===== config.mk =====
export PLATFORM = sky130hd
export DESIGN_NAME = fetch_unit_flat
export DESIGN_NICKNAME = d
export VERILOG_FILES = /design/src/rtl/fetch_unit_if.sv /design/src/rtl/fetch_unit.sv /design/src/flat_wrapper.sv
export SDC_FILE = /design/constraint.sdc
export NUM_CORES = 1
export LEC_CHECK = 0
export ABC_AREA = 1
export CORE_UTILIZATION = 45
export DETAILED_ROUTE_END_ITERATION = 10
export GPL_ROUTABILITY_DRIVEN = 0
export HOLD_SLACK_MARGIN = 0.12
export PLACE_DENSITY = 0.73
export REMOVE_ABC_BUFFERS = 1
export SYNTH_ARGS = -nofsm -noshare
export SYNTH_HDL_FRONTEND = slang
export SYNTH_SLANG_ARGS = --single-unit

===== constraint.sdc =====
create_clock -name clk -period 3.32 [get_ports clk]
set_input_delay 0.664 -clock clk [delete_from_list [all_inputs] [get_ports clk]]
set_output_delay 0.664 -clock clk [all_outputs]
set_load 0.01 [all_outputs]

===== src/rtl/fetch_unit_if.sv =====
// Instruction-memory bus between the fetch stage and instruction memory.
// The fetch unit drives the request side (master), memory answers (slave).
interface fetch_unit_if;
  logic        imem_req;
  logic [31:0] imem_addr;
  logic [31:0] imem_rdata;
  logic        imem_valid;

  modport master (
    output imem_req,
    output imem_addr,
    input  imem_rdata,
    input  imem_valid
  );

  modport slave (
    input  imem_req,
    input  imem_addr,
    output imem_rdata,
    output imem_valid
  );
endinterface


===== src/rtl/fetch_unit.sv =====
// Instruction-fetch stage plus IF/ID pipeline register for the 5-stage MIPS core.
// One outstanding instruction request at a time; decode-stage redirects
// (jump over taken branch) squash the wrong-path fetch, no delay slot.
// A one-entry hold buffer absorbs a response that lands while decode is stalled.
// Optional feature: define FETCH_HALT_EN to stop fetching once HALT_WORD
// enters IF/ID; without it HALT_WORD is an ordinary instruction.
module fetch_unit #(
  parameter logic [31:0] RESET_PC  = 32'h0000_0000
`ifdef FETCH_HALT_EN
  ,
  parameter logic [31:0] HALT_WORD = 32'hFFFF_FFFF
`endif
) (
  input  logic         clk,
  input  logic         reset,
  input  logic         stallD,
  input  logic         pc_srcD,
  input  logic [31:0]  branch_targetD,
  input  logic         jumpD,
  input  logic [31:0]  jump_targetD,
  fetch_unit_if.master imem,
  output logic [31:0]  pcF,
  output logic [31:0]  instrD,
  output logic [31:0]  pc_plus4D,
  output logic         validD,
  output logic         haltedF
);

`ifdef FETCH_HALT_EN
  typedef enum logic [1:0] {
    ST_REQ  = 2'd0,
    ST_DROP = 2'd1,
    ST_HALT = 2'd2
  } state_t;
`else
  typedef enum logic [1:0] {
    ST_REQ  = 2'd0,
    ST_DROP = 2'd1
  } state_t;
`endif

  state_t      state_q, state_d;
  logic [31:0] pc_q, pc_d;
  logic [31:0] pendingPc_q, pendingPc_d;
  logic        holdValid_q, holdValid_d;
  logic [31:0] holdInstr_q, holdInstr_d;
  logic [31:0] holdPc4_q, holdPc4_d;
  logic [31:0] instrD_q, instrD_d;
  logic [31:0] pc4D_q, pc4D_d;
  logic        validD_q, validD_d;

  logic        redirect;
  logic [31:0] target;
  logic [31:0] pcPlus4;
  logic        reqActive;
  logic        respValid;

  // A redirect only counts for a real, non-stalled decode instruction; jump wins.
  assign redirect  = (jumpD | pc_srcD) & validD_q & ~stallD;
  assign target    = jumpD ? jump_targetD : branch_targetD;
  assign pcPlus4   = pc_q + 32'd4;
  assign respValid = imem.imem_valid & reqActive;

  // Request is held off in reset, while the hold buffer is occupied, and when halted.
  always_comb begin
    reqActive = 1'b0;
    if (!reset) begin
      case (state_q)
        ST_REQ:  reqActive = ~holdValid_q;
        ST_DROP: reqActive = 1'b1;
        default: reqActive = 1'b0;
      endcase
    end
  end

  assign imem.imem_req  = reqActive;
  assign imem.imem_addr = pc_q;

  // Next-state logic: PC advance, redirect handling, hold buffer and IF/ID loading.
  always_comb begin
    state_d     = state_q;
    pc_d        = pc_q;
    pendingPc_d = pendingPc_q;
    holdValid_d = holdValid_q;
    holdInstr_d = holdInstr_q;
    holdPc4_d   = holdPc4_q;
    instrD_d    = instrD_q;
    pc4D_d      = pc4D_q;
    validD_d    = validD_q;

    case (state_q)
      ST_REQ: begin
        if (redirect) begin
          holdValid_d = 1'b0;
          instrD_d    = '0;
          pc4D_d      = '0;
          validD_d    = 1'b0;
          if (reqActive && !respValid) begin
            pendingPc_d = target;
            state_d     = ST_DROP;
          end else begin
            pc_d = target;
          end
        end else if (!stallD) begin
          if (holdValid_q) begin
            instrD_d    = holdInstr_q;
            pc4D_d      = holdPc4_q;
            validD_d    = 1'b1;
            holdValid_d = 1'b0;
`ifdef FETCH_HALT_EN
            if (holdInstr_q == HALT_WORD) state_d = ST_HALT;
`endif
          end else if (respValid) begin
            instrD_d = imem.imem_rdata;
            pc4D_d   = pcPlus4;
            validD_d = 1'b1;
            pc_d     = pcPlus4;
`ifdef FETCH_HALT_EN
            if (imem.imem_rdata == HALT_WORD) state_d = ST_HALT;
`endif
          end else begin
            instrD_d = '0;
            pc4D_d   = '0;
            validD_d = 1'b0;
          end
        end else if (respValid) begin
          holdValid_d = 1'b1;
          holdInstr_d = imem.imem_rdata;
          holdPc4_d   = pcPlus4;
          pc_d        = pcPlus4;
        end
      end
      ST_DROP: begin
        instrD_d = '0;
        pc4D_d   = '0;
        validD_d = 1'b0;
        if (respValid) begin
          pc_d    = pendingPc_q;
          state_d = ST_REQ;
        end
      end
`ifdef FETCH_HALT_EN
      ST_HALT: begin
        if (!stallD) begin
          instrD_d = '0;
          pc4D_d   = '0;
          validD_d = 1'b0;
        end
      end
`endif
      default: begin
        state_d = ST_REQ;
      end
    endcase
  end

  // State register with synchronous reset; a stale response during reset is ignored.
  always_ff @(posedge clk) begin
    if (reset) begin
      state_q     <= ST_REQ;
      pc_q        <= RESET_PC;
      pendingPc_q <= '0;
      holdValid_q <= 1'b0;
      holdInstr_q <= '0;
      holdPc4_q   <= '0;
      instrD_q    <= '0;
      pc4D_q      <= '0;
      validD_q    <= 1'b0;
    end else begin
      state_q     <= state_d;
      pc_q        <= pc_d;
      pendingPc_q <= pendingPc_d;
      holdValid_q <= holdValid_d;
      holdInstr_q <= holdInstr_d;
      holdPc4_q   <= holdPc4_d;
      instrD_q    <= instrD_d;
      pc4D_q      <= pc4D_d;
      validD_q    <= validD_d;
    end
  end

  assign pcF       = pc_q;
  assign instrD    = instrD_q;
  assign pc_plus4D = pc4D_q;
  assign validD    = validD_q;

`ifdef FETCH_HALT_EN
  assign haltedF = (state_q == ST_HALT);
`else
  assign haltedF = 1'b0;
`endif

endmodule


===== src/flat_wrapper.sv =====
// flat-port wrapper written by rule: the top's interface ports become plain ports
module fetch_unit_flat 
#(
  parameter logic [31:0] RESET_PC  = 32'h0000_0000

)
  (clk, reset, stallD, pc_srcD, branch_targetD, jumpD, jump_targetD, pcF, instrD, pc_plus4D, validD, haltedF, imem_imem_req, imem_imem_addr, imem_imem_rdata, imem_imem_valid);
  fetch_unit_if imem_i ();
  input  logic clk;
  input  logic reset;
  input  logic stallD;
  input  logic pc_srcD;
  input  logic [31:0] branch_targetD;
  input  logic jumpD;
  input  logic [31:0] jump_targetD;
  output logic [31:0] pcF;
  output logic [31:0] instrD;
  output logic [31:0] pc_plus4D;
  output logic validD;
  output logic haltedF;
  output wire logic [$bits(imem_i.imem_req)-1:0] imem_imem_req;
  output wire logic [$bits(imem_i.imem_addr)-1:0] imem_imem_addr;
  input wire logic [$bits(imem_i.imem_rdata)-1:0] imem_imem_rdata;
  input wire logic [$bits(imem_i.imem_valid)-1:0] imem_imem_valid;
  assign imem_imem_req = imem_i.imem_req;
  assign imem_imem_addr = imem_i.imem_addr;
  assign imem_i.imem_rdata = imem_imem_rdata;
  assign imem_i.imem_valid = imem_imem_valid;
  fetch_unit #(.RESET_PC(RESET_PC)) u_core (.clk(clk), .reset(reset), .stallD(stallD), .pc_srcD(pc_srcD), .branch_targetD(branch_targetD), .jumpD(jumpD), .jump_targetD(jump_targetD), .imem(imem_i), .pcF(pcF), .instrD(instrD), .pc_plus4D(pc_plus4D), .validD(validD), .haltedF(haltedF));
endmodule

==> reports/qor.yml <==
floorplan.die.height_um: 148.1
grt_usage_pct: 24.64
postCtsSetupRepairBufs: 0
rsz0062_at_grt: "false"
cp.arrival_ps: 1810
synth_area_leader_cell: "dfxtp_1"
cts_buffers: 17
final_nets: 1655
area_growth_pct: 28.97
ys_seq_area_share_pct: 40.63
cts_resized: 0
start_util_pct: 45.86
synth_warnings: 0
cts.sinks: 195
synthTopCellsByArea: "dfxtp_1 41%, nand2_1 15%, nor2_1 7.5%, a21oi_1 7.4%, o21ai_0 5.6%"
ir_drop_mv: 0.3097
syn_inst: 1409
tightest_slew_ps: 913.9
fin_skew_ps: 12.91
final.period_utilization_pct: 74.48
clk_pin_slew_ps: 80
grt_pass1_vias: 8469
die_w_um: 148.1
htree_levels: 4
crit_path_start_kind: "flip-flop"
clock.fmax_mhz: 404.4
powerDensity_nw_per_um2: 437.6
synth_edf_count: 0
io_buffers: 231
holdBufCountCts: 0
routed_via_density: 5.138
status: "completed"
grt_max_degree: 87
slew_headroom_pct: 39.07
dp_hpwl_um: 17940
grt_overflow: 0
drtAntennaViolNets: 0
cts_root_buf: "clkbuf_16"
firstDrtPassIters: 5
whs_ps: 464.5
dr_total_vias: 9459
hold_violations: 0
die_area_um2: 21940
worstSetupEndpointType: "output pin"
drt-initial-drc-count: 572
grt_antenna_before_repair: 1
ys_async_sr_fraction_pct: 0
place_inst: 1808
criticalPathCategory: "reg -> out"
final_cells: 1841
avgSynthCellArea_um2: 6.820
cts_tree: "yes"
design.core.area_um2: 20960
row_count: 53
routed_wl_um: 27120
cap_violations: 0
min_period_ps: 2473
setup_viol: 0
routedWlPerCell_um: 14.73
clock_latency_ps: 440
cts_buffer_depth: 2
critPathMaxFanout: 25
drive_gt1_share_pct: 5.304
ios: 233
synth_area_um2: 9609
ys_ff_latch: 195
p_leak_nw: 4.930
yosys.area.top_type_share_pct: 40.63
maxSlewViolCount: 0
ys.flop_type: "dfxtp_1"
ys_types: 34
drc: 0
grt_pass1_wl_um: 43330
critPathRequiredTime_ps: 2660
min_path_type: "reg -> reg"
rrSetupSlack_ps: 1010
## cells in the final DEF, fill, tap and decap left out, types with 6 or more instances in the layout
cell type / netlist / routed
nor2_4: 5 / 7
a22o_1: 15 / 15
inv_6: 0 / 6
nand3_1: 25 / 25
mux2i_1: 22 / 22
mux2_2: 8 / 8
o211ai_1: 9 / 9
dfxtp_1: 195 / 193
nor2_1: 193 / 192
o21ai_1: 25 / 25
o21ai_0: 107 / 107
clkbuf_16: 0 / 17
xor2_1: 9 / 9
inv_2: 6 / 7
nand2_1: 390 / 390
a211oi_1: 24 / 24
clkdlybuf4s50_1: 0 / 229
buf_4: 41 / 14
a21oi_1: 143 / 143
inv_1: 84 / 83
## flip-flops by register name, indices dropped and copies added (netlist names)
register and flops:
u_core.pc_plus4D 32, u_core.instrD 32, u_core.holdInstr_q 32, u_core.holdPc4_q 32, u_core.holdValid_q 1, u_core.validD 1, u_core.imem.imem_addr 32, u_core.pendingPc_q 32
u_core.state_q 1
## worst paths after layout
kind / start / end / cells past startpoint
worst max-delay path: u_core.state_q[0]$_SDFFE_PP0P_ / imem_imem_req / 3
worst min-delay path: u_core.instrD[15]$_SDFFE_PP0P_ / u_core.instrD[15]$_SDFFE_PP0P_ / 2
worst max register to register: u_core.state_q[0]$_SDFFE_PP0P_ / u_core.pendingPc_q[9]$_SDFFE_PP0P_ / 7
worst min register to register: u_core.instrD[15]$_SDFFE_PP0P_ / u_core.instrD[15]$_SDFFE_PP0P_ / 2
## worst max-delay path: stages (launching register included)
cell             delay, ps
dfxtp_2                330
inv_2                  410
a21oi_4                130
clkdlybuf4s50_1        500
## synthesized netlist by cell type (3+ instances only)
cell and count:
a211oi_1 24, a21oi_1 143, a22o_1 15, a22oi_1 4
buf_1 7, buf_2 29, buf_4 41, clkbuf_1 46
dfxtp_1 195, inv_1 84, inv_2 6, mux2_2 8
mux2i_1 22, nand2_1 390, nand3_1 25, nor2_1 193
nor2_2 5, nor2_4 5, o211ai_1 9, o21ai_0 107
o21ai_1 25, xnor2_1 3, xor2_1 9
## metrics by stage
step / setup TNS (ps) / instance area (µm²) / power [mW] / worst slack [ps] / util [%]
after floorplan: -82290 / 8957 / 2.882 / -1416 / -
after global placement: 0 / 11780 / 3.306 / 565.9 / 56.21
after detailed placement: 0 / 11780 / 3.319 / 488.2 / 56.21
after CTS: 0 / 12390 / 5.452 / 842.5 / 59.13
after global routing: 0 / 12390 / 5.625 / 758.0 / 59.14
final: 0 / 12390 / 5.424 / 847.3 / 59.14
## logic make-up (layout without fill, tap and decap cells)
logic type | Yosys count | in the layout | share of synthesized area [%]
AOI/OAI and AO/OA | 330 | 330 | 18.91
xor gates and xnor gates | 12 | 12 | 1.094
adders and majority gates | 1 | 1 | 0.1302
buffers and inverters | 214 | 370 | 10.36
DFF | 195 | 195 | 40.62
muxes | 30 | 30 | 3.229
other | 1 | 2 | 0.03903
and+or+nand+nor | 626 | 626 | 25.61
## power by group
part / total [mW] / switching [mW] / internal (mW)
Sequential: 2.51 / 0.0836 / 2.42
Combinational: 0.762 / 0.407 / 0.355
Clock: 2.16 / 1.01 / 1.15
## metal layers
metal  wire length [µm]  share of wire, %  track usage (%)
met5                  0                 0                0
met4                523               1.9            7.680
met3               1384               5.1            3.896
met2              12960                48            41.81
met1              12260                45            32.00
## final cells by class
class	count	area (µm²)
Antenna cell	1	2.502
Tap cell	275	344.1
Inverter	91	344.1
Sequential cell	195	3906
Clock inverter	15	186.4
Timing Repair Buffer	247	2462
Multi-Input combinational cell	1000	4722
Fill cell	1997	8562
Clock buffer	17	425.4
No activity file was read; power rests on OpenSTA's default activity.
